--- config.mk ---
export PLATFORM = sky130hd
export DESIGN_NAME = ft240x_sram_loader
export DESIGN_NICKNAME = d
export VERILOG_FILES = /design/src/rtl/ft240x_sram_loader.sv
export SDC_FILE = /design/constraint.sdc
export NUM_CORES = 1
export LEC_CHECK = 0
export BUFFER_PORTS_ARGS = -buffer_cell sky130_fd_sc_hd__clkbuf_2
export CORE_MARGIN = 1
export CORE_UTILIZATION = 52
export DETAILED_ROUTE_END_ITERATION = 16
export PLACE_DENSITY_LB_ADDON = 0.2
export SLEW_MARGIN = 10
export SYNTH_ARGS = -nofsm -noshare
export SYNTH_HDL_FRONTEND = slang
export SYNTH_SLANG_ARGS = --single-unit
export TNS_END_PERCENT = 20
--- constraint.sdc ---
create_clock -name clk24MHz -period 5.4 [get_ports clk24MHz]
set_input_delay 0.54 -clock clk24MHz [delete_from_list [all_inputs] [get_ports clk24MHz]]
set_output_delay 0.54 -clock clk24MHz [all_outputs]
set_load 0.05 [all_outputs]
--- src/rtl/ft240x_sram_loader.sv ---
`timescale 1ns/1ps
// ft240x_sram_loader
// Load-mode front end of the EPROM emulator. Pulls command bytes out of the
// FT240X receive FIFO and writes 16-bit words into the emulation SRAM. It
// also answers a ping byte with 'K' so the host can check the link.
//
// Commands (first byte):
//   'A' 0x41 + 3 address bytes, LSB first; bits [23:18] are dropped
//   'W' 0x57 + 2 data bytes, low then high; writes at addr, then addr += 1
//   'P' 0x50 -> reply 0x4B
//   anything else is ignored
//
// Ports:
//   clk24MHz, nReset          clock from the FT240X, async active-low reset
//   load_en                   1 = loader owns the SRAM and FIFO buses
//   ft240x_d_in/_out/_oe      split FIFO data bus
//   ft240x_nRD, ft240x_nWR    FIFO strobes, active low
//   ft240x_RXF, ft240x_TXE    FIFO flags (high = empty / full), unsynchronised
//   sram_addr, sram_data_out  SRAM word address (load pointer) and write data
//   sram_data_oe              1 = drive the SRAM data bus
//   sram_nCS..sram_nLB        SRAM controls, active low; nOE is tied high
//   busy                      1 = FSM not idle
//
// state       | meaning
// ------------+------------------------------------------------------------
// ST_IDLE     | waiting for a byte in the receive FIFO while load_en = 1
// ST_RD_LOW   | nRD low; byte latched on the last low cycle
// ST_RD_HIGH  | nRD high recovery before RXF is looked at again
// ST_DISPATCH | decode the byte as a command or as payload
// ST_SRAM_WR  | SRAM write: setup cycle, WE_LOW cycles of nWE low, hold cycle
// ST_TX_WAIT  | ping reply pending, waiting for room in the transmit FIFO
// ST_TX_LOW   | drive 'K': d_oe lead cycle, WR_LOW cycles of nWR low, d_oe tail

module ft240x_sram_loader #(
    parameter int RD_LOW  = 2,
    parameter int RD_HIGH = 2,
    parameter int WR_LOW  = 2,
    parameter int WE_LOW  = 2
) (
    input  logic        clk24MHz,
    input  logic        nReset,
    input  logic        load_en,
    input  logic [7:0]  ft240x_d_in,
    output logic [7:0]  ft240x_d_out,
    output logic        ft240x_d_oe,
    output logic        ft240x_nRD,
    output logic        ft240x_nWR,
    input  logic        ft240x_RXF,
    input  logic        ft240x_TXE,
    output logic [17:0] sram_addr,
    output logic [15:0] sram_data_out,
    output logic        sram_data_oe,
    output logic        sram_nCS,
    output logic        sram_nWE,
    output logic        sram_nOE,
    output logic        sram_nUB,
    output logic        sram_nLB,
    output logic        busy
);

    localparam int CW = 4;

    typedef enum logic [2:0] {
        ST_IDLE,
        ST_RD_LOW,
        ST_RD_HIGH,
        ST_DISPATCH,
        ST_SRAM_WR,
        ST_TX_WAIT,
        ST_TX_LOW
    } state_t;

    typedef enum logic [1:0] {
        PL_CMD,
        PL_ADDR,
        PL_DATA
    } payload_t;

    state_t          state, state_nx;
    logic [CW-1:0]   cnt, cnt_nx;
    payload_t        mode;
    logic [1:0]      idx;
    logic [7:0]      rx_byte;
    logic [15:0]     addr_buf;
    logic [7:0]      data_lo;
    logic [17:0]     addr;

    logic rxf_meta, rxf_s, txe_meta, txe_s;

    // Flags reset to "empty/full" so nothing starts before they are sampled.
    always_ff @(posedge clk24MHz or negedge nReset) begin
        if (!nReset) begin
            rxf_meta <= 1'b1;
            rxf_s    <= 1'b1;
            txe_meta <= 1'b1;
            txe_s    <= 1'b1;
        end else begin
            rxf_meta <= ft240x_RXF;
            rxf_s    <= rxf_meta;
            txe_meta <= ft240x_TXE;
            txe_s    <= txe_meta;
        end
    end

    always_ff @(posedge clk24MHz or negedge nReset) begin
        if (!nReset) begin
            state <= ST_IDLE;
            cnt   <= '0;
        end else begin
            state <= state_nx;
            cnt   <= cnt_nx;
        end
    end

    // Timed states count down to zero and leave on the terminal count.
    always_comb begin
        state_nx = state;
        cnt_nx   = cnt;
        case (state)
            ST_IDLE: begin
                if (load_en && !rxf_s) begin
                    state_nx = ST_RD_LOW;
                    cnt_nx   = CW'(RD_LOW - 1);
                end
            end
            ST_RD_LOW: begin
                if (cnt == '0) begin
                    state_nx = ST_RD_HIGH;
                    cnt_nx   = CW'(RD_HIGH - 1);
                end else begin
                    cnt_nx = cnt - 1'b1;
                end
            end
            ST_RD_HIGH: begin
                if (cnt == '0) state_nx = ST_DISPATCH;
                else           cnt_nx   = cnt - 1'b1;
            end
            ST_DISPATCH: begin
                state_nx = ST_IDLE;
                if (load_en) begin
                    if (mode == PL_CMD && rx_byte == 8'h50) begin
                        state_nx = ST_TX_WAIT;
                    end else if (mode == PL_DATA && idx == 2'd1) begin
                        state_nx = ST_SRAM_WR;
                        cnt_nx   = CW'(WE_LOW + 1);
                    end
                end
            end
            ST_SRAM_WR: begin
                if (cnt == '0) state_nx = ST_IDLE;
                else           cnt_nx   = cnt - 1'b1;
            end
            ST_TX_WAIT: begin
                if (!load_en) begin
                    state_nx = ST_IDLE;
                end else if (!txe_s) begin
                    state_nx = ST_TX_LOW;
                    cnt_nx   = CW'(WR_LOW + 1);
                end
            end
            ST_TX_LOW: begin
                if (cnt == '0) state_nx = ST_IDLE;
                else           cnt_nx   = cnt - 1'b1;
            end
            default: begin
                state_nx = ST_IDLE;
                cnt_nx   = '0;
            end
        endcase
    end

    // Command/payload tracking. Dropping load_en discards a partial command
    // but never touches the address pointer.
    always_ff @(posedge clk24MHz or negedge nReset) begin
        if (!nReset) begin
            mode          <= PL_CMD;
            idx           <= 2'd0;
            rx_byte       <= 8'h00;
            addr_buf      <= 16'h0000;
            data_lo       <= 8'h00;
            addr          <= 18'h00000;
            sram_data_out <= 16'h0000;
            ft240x_d_out  <= 8'h00;
        end else begin
            if (state == ST_RD_LOW && cnt == '0)
                rx_byte <= ft240x_d_in;

            if (!load_en && (state == ST_IDLE || state == ST_DISPATCH)) begin
                mode <= PL_CMD;
                idx  <= 2'd0;
            end else if (state == ST_DISPATCH) begin
                case (mode)
                    PL_CMD: begin
                        idx <= 2'd0;
                        case (rx_byte)
                            8'h41:   mode <= PL_ADDR;
                            8'h57:   mode <= PL_DATA;
                            8'h50:   ft240x_d_out <= 8'h4B;
                            default: mode <= PL_CMD;
                        endcase
                    end
                    PL_ADDR: begin
                        idx <= idx + 2'd1;
                        case (idx)
                            2'd0:    addr_buf[7:0]  <= rx_byte;
                            2'd1:    addr_buf[15:8] <= rx_byte;
                            default: begin
                                addr <= {rx_byte[1:0], addr_buf};
                                mode <= PL_CMD;
                            end
                        endcase
                    end
                    PL_DATA: begin
                        idx <= idx + 2'd1;
                        if (idx == 2'd0) begin
                            data_lo <= rx_byte;
                        end else begin
                            sram_data_out <= {rx_byte, data_lo};
                            mode          <= PL_CMD;
                        end
                    end
                    default: mode <= PL_CMD;
                endcase
            end

            if (state == ST_SRAM_WR && cnt == '0)
                addr <= addr + 18'd1;
        end
    end

    assign sram_addr = addr;
    assign sram_nOE  = 1'b1;

    // Strobes are registered from the next-state decode: they line up with
    // the state they belong to, are glitch-free, and clear asynchronously.
    logic nrd_nx, nwr_nx, doe_nx, wr_nx, nwe_nx, busy_nx;

    always_comb begin
        nrd_nx  = (state_nx != ST_RD_LOW);
        doe_nx  = (state_nx == ST_TX_LOW);
        nwr_nx  = !(state_nx == ST_TX_LOW && cnt_nx != '0 && cnt_nx <= CW'(WR_LOW));
        wr_nx   = (state_nx == ST_SRAM_WR);
        nwe_nx  = !(state_nx == ST_SRAM_WR && cnt_nx != '0 && cnt_nx <= CW'(WE_LOW));
        busy_nx = (state_nx != ST_IDLE);
    end

    always_ff @(posedge clk24MHz or negedge nReset) begin
        if (!nReset) begin
            ft240x_nRD   <= 1'b1;
            ft240x_nWR   <= 1'b1;
            ft240x_d_oe  <= 1'b0;
            sram_data_oe <= 1'b0;
            sram_nCS     <= 1'b1;
            sram_nWE     <= 1'b1;
            sram_nUB     <= 1'b1;
            sram_nLB     <= 1'b1;
            busy         <= 1'b0;
        end else begin
            ft240x_nRD   <= nrd_nx;
            ft240x_nWR   <= nwr_nx;
            ft240x_d_oe  <= doe_nx;
            sram_data_oe <= wr_nx;
            sram_nCS     <= !wr_nx;
            sram_nWE     <= nwe_nx;
            sram_nUB     <= !wr_nx;
            sram_nLB     <= !wr_nx;
            busy         <= busy_nx;
        end
    end

endmodule
==> run summary <==
grt met3 use -> 0.0427
Initial Util -> 0.545
slowest stage cell, crit path -> or3_4
max_cap viols -> 0
Final Core Density -> 0.612
met1 Track Usage GR -> 0.313
H-tree Lvls -> 3
Syn Inst Count -> 385
Setup WS pre-CTS -> 2.83 ns
Seq/Total Area, Yosys -> 0.523
Avg Inst Size Synth -> 11.1 µm²
count of different cell masters after synthesis -> 59
critical path depth -> 9
# rows -> 32
CP bufs+invs -> 2
final wirelength -> 8.77 mm
Clock Root Buffer -> clkbuf_8
WL per Instance -> 16.1 µm
Worst EP arrival -> 2.89 ns
ratio of cells with drive above 1 in the final layout -> 0.328
Final ANT Viol Nets -> 0
setup tns final -> 0 ns
delay-heaviest family, CP -> simple AND/OR/NAND/NOR gates
vias in the first global route -> 3049
Die Wd -> 92.7 µm
Slew Limit Fails -> 0
Leak -> 0.00230 µW
cell chain of the critical path -> inv_1, ha_1, nor3b_4, inv_2, or3_4, nor2_4, and3_4, a211oi_2, a311oi_2
Critical Path Max Stage Delay -> 0.49 ns
CP Max Fanout -> 11
initial antenna violation count -> 0
gpl congestion -> 0.847
Synth warnings -> 0
CP startpoint -> cnt[0]
Die ar. -> 0.00859 mm²
Mapped Area -> 0.00428 mm²
fmax -> 382 MHz
reg2reg end -> sram_addr[16]
WP data required -> 5.67 ns
Top Ports -> 65
first-iteration detailed-routing DRC count -> 229
routed vias -> 3160
Critical Path End -> sram_addr[16]
max-slew headroom at the worst pin -> 0.493
post-CTS sizing -> 0
nets -> 459
met2 Use GR -> 0.340
Final Cycle Share -> 0.484
CP endpoint kind -> flip-flop
r2r setup slk -> 2.78 ns
grt ovf -> 0
Clock Latency Late Sink -> 0.36 ns
area grow syn2layout -> 12.3%
CTS max path bufs -> 2
Die Span Y -> 92.7 µm
Vias/cell -> 5.81
setup repair bufs after CTS -> 0
Clock transition at path regs -> 0.10 ns
busiest grt layer -> met2
# setup viols final -> 0
most common library cell in the layout ignoring fill and taps -> dfrtp_1
I/O Buffers -> 59
minimum clock period -> 2.62 ns
#FFs+latches synth -> 89
Global Route Usage Sum -> 0.222
drt pass-1 iters -> 5
commonest cells after routing, fill and taps aside -> dfrtp_1, clkbuf_2, mux2_2
DP Wirelength -> 6.27 mm
worst setup margin -> 2.78 ns
CP startpoint kind -> flip-flop
hold crit path type -> in2async
Final Hold Viols -> 0
dominant synthesized flop cell -> dfrtp_1
Slew @ Worst Pin -> 0.761 ns
Setup Crit Path Kind -> reg2reg
status -> finished clean
fraction of registers with async set/reset -> 1.00
core area -> 0.00785 mm²
hold-fix buffers at CTS -> 0
VDD IR max -> 0.196 mV
largest net degree at the start of global routing -> 64
CTS Buf Count -> 9
number of synthesized flops with an enable pin -> 0
drt drc -> 0
CTS tree -> built
clock skew -> 0.00950 ns
unrepaired setup endpoints after global routing -> no
Clock Sinks -> 89
Pwr Density -> 359 mW/mm²
Ant. Diodes -> 0
cells on worst reg2reg path -> 9
RR Startpoint -> cnt[0]
Tot Pwr -> 1720 µW
first-pass GRT wire length -> 14.9 mm
## stage by stage
step           instances  hold WS [ns]  instance area, µm²
2_1_floorplan        388         0.244                4290
3_3_place_gp         528         0.346                4590
3_5_place_dp         528         0.347                4590
4_1_cts              544        0.0835                4800
5_1_grt              544        0.0997                4800
6_report             544        0.0818                4800
## synth_stat cells, types with 3 or more instances
cell / n / area [µm²]
buf_2: 3 / 15.0
dfstp_2: 8 / 210
nor4_1: 4 / 25.0
nand2b_1: 7 / 43.8
nor2b_1: 4 / 25.0
nand4_1: 3 / 18.8
ha_1: 9 / 113
and3_1: 4 / 25.0
buf_4: 10 / 75.1
a21oi_1: 20 / 100
nand3_1: 12 / 60.1
a211oi_1: 8 / 60.1
nor3_1: 7 / 35.0
nand2_1: 26 / 97.6
dfrtp_1: 81 / 2030
and2_1: 3 / 18.8
inv_1: 11 / 41.3
clkbuf_1: 9 / 33.8
a311oi_1: 3 / 26.3
nand3b_1: 3 / 22.5
mux2_2: 48 / 541
o21ai_0: 23 / 115
nand4b_1: 3 / 26.3
nor2_1: 29 / 109
## layer usage
layer  vias to the layer above  wire, µm  share of wire
li1                       1481         -              -
met3                        16       591          0.067
met1                      1531      4120           0.47
met2                       132      3910           0.45
met4                         0       150          0.017
met5                         -         0              0
## layout make-up
type	count	area (µm²)
inverters	12	45.0
flip-flops and latches	89	2240
fillers	687	3050
multi-input cells	264	1870
clock inverters	7	86.3
clock buffers	9	124
well taps	102	128
repair buffers	61	313
## cells by family after synthesis
logic type | synth area share
AOI/OAI and AO/OA | 0.118
and+or+nand+nor | 0.156
xor gates and xnor gates | 0.00410
DFF | 0.523
other | 0.00176
adders and majority gates | 0.0263
buffers and inverters | 0.0421
muxes | 0.129
## report_power, final
group          total, µW  internal, µW  switching [µW]
clock network        480           224             255
registers            852           732             120
logic                392           156             235
total               1720          1110             610
## state kept, by name, summed over array words and instances, names as in the netlist, 2 cells and up
register	flops
addr_buf	16
sram_addr	18
state	3
mode	2
sram_data_out	16
rx_byte	8
data_lo	8
cnt	4
idx	2
## how the worst min path moves through the flow
| stage | from | slack, ns | end | cells past startpoint |
|---|---|---|---|---|
| floorplan | nReset | 0.24 | addr_buf[0] | 0 |
| finish | nReset | 0.08 | cnt[2] | 1 |
| detailed placement | rxf_meta | 0.35 | rxf_s | 0 |
| global placement | rxf_meta | 0.35 | rxf_s | 0 |
| CTS | nReset | 0.08 | cnt[2] | 1 |
| global route | nReset | 0.1 | cnt[3] | 1 |
(Power assumes the default switching activity.)
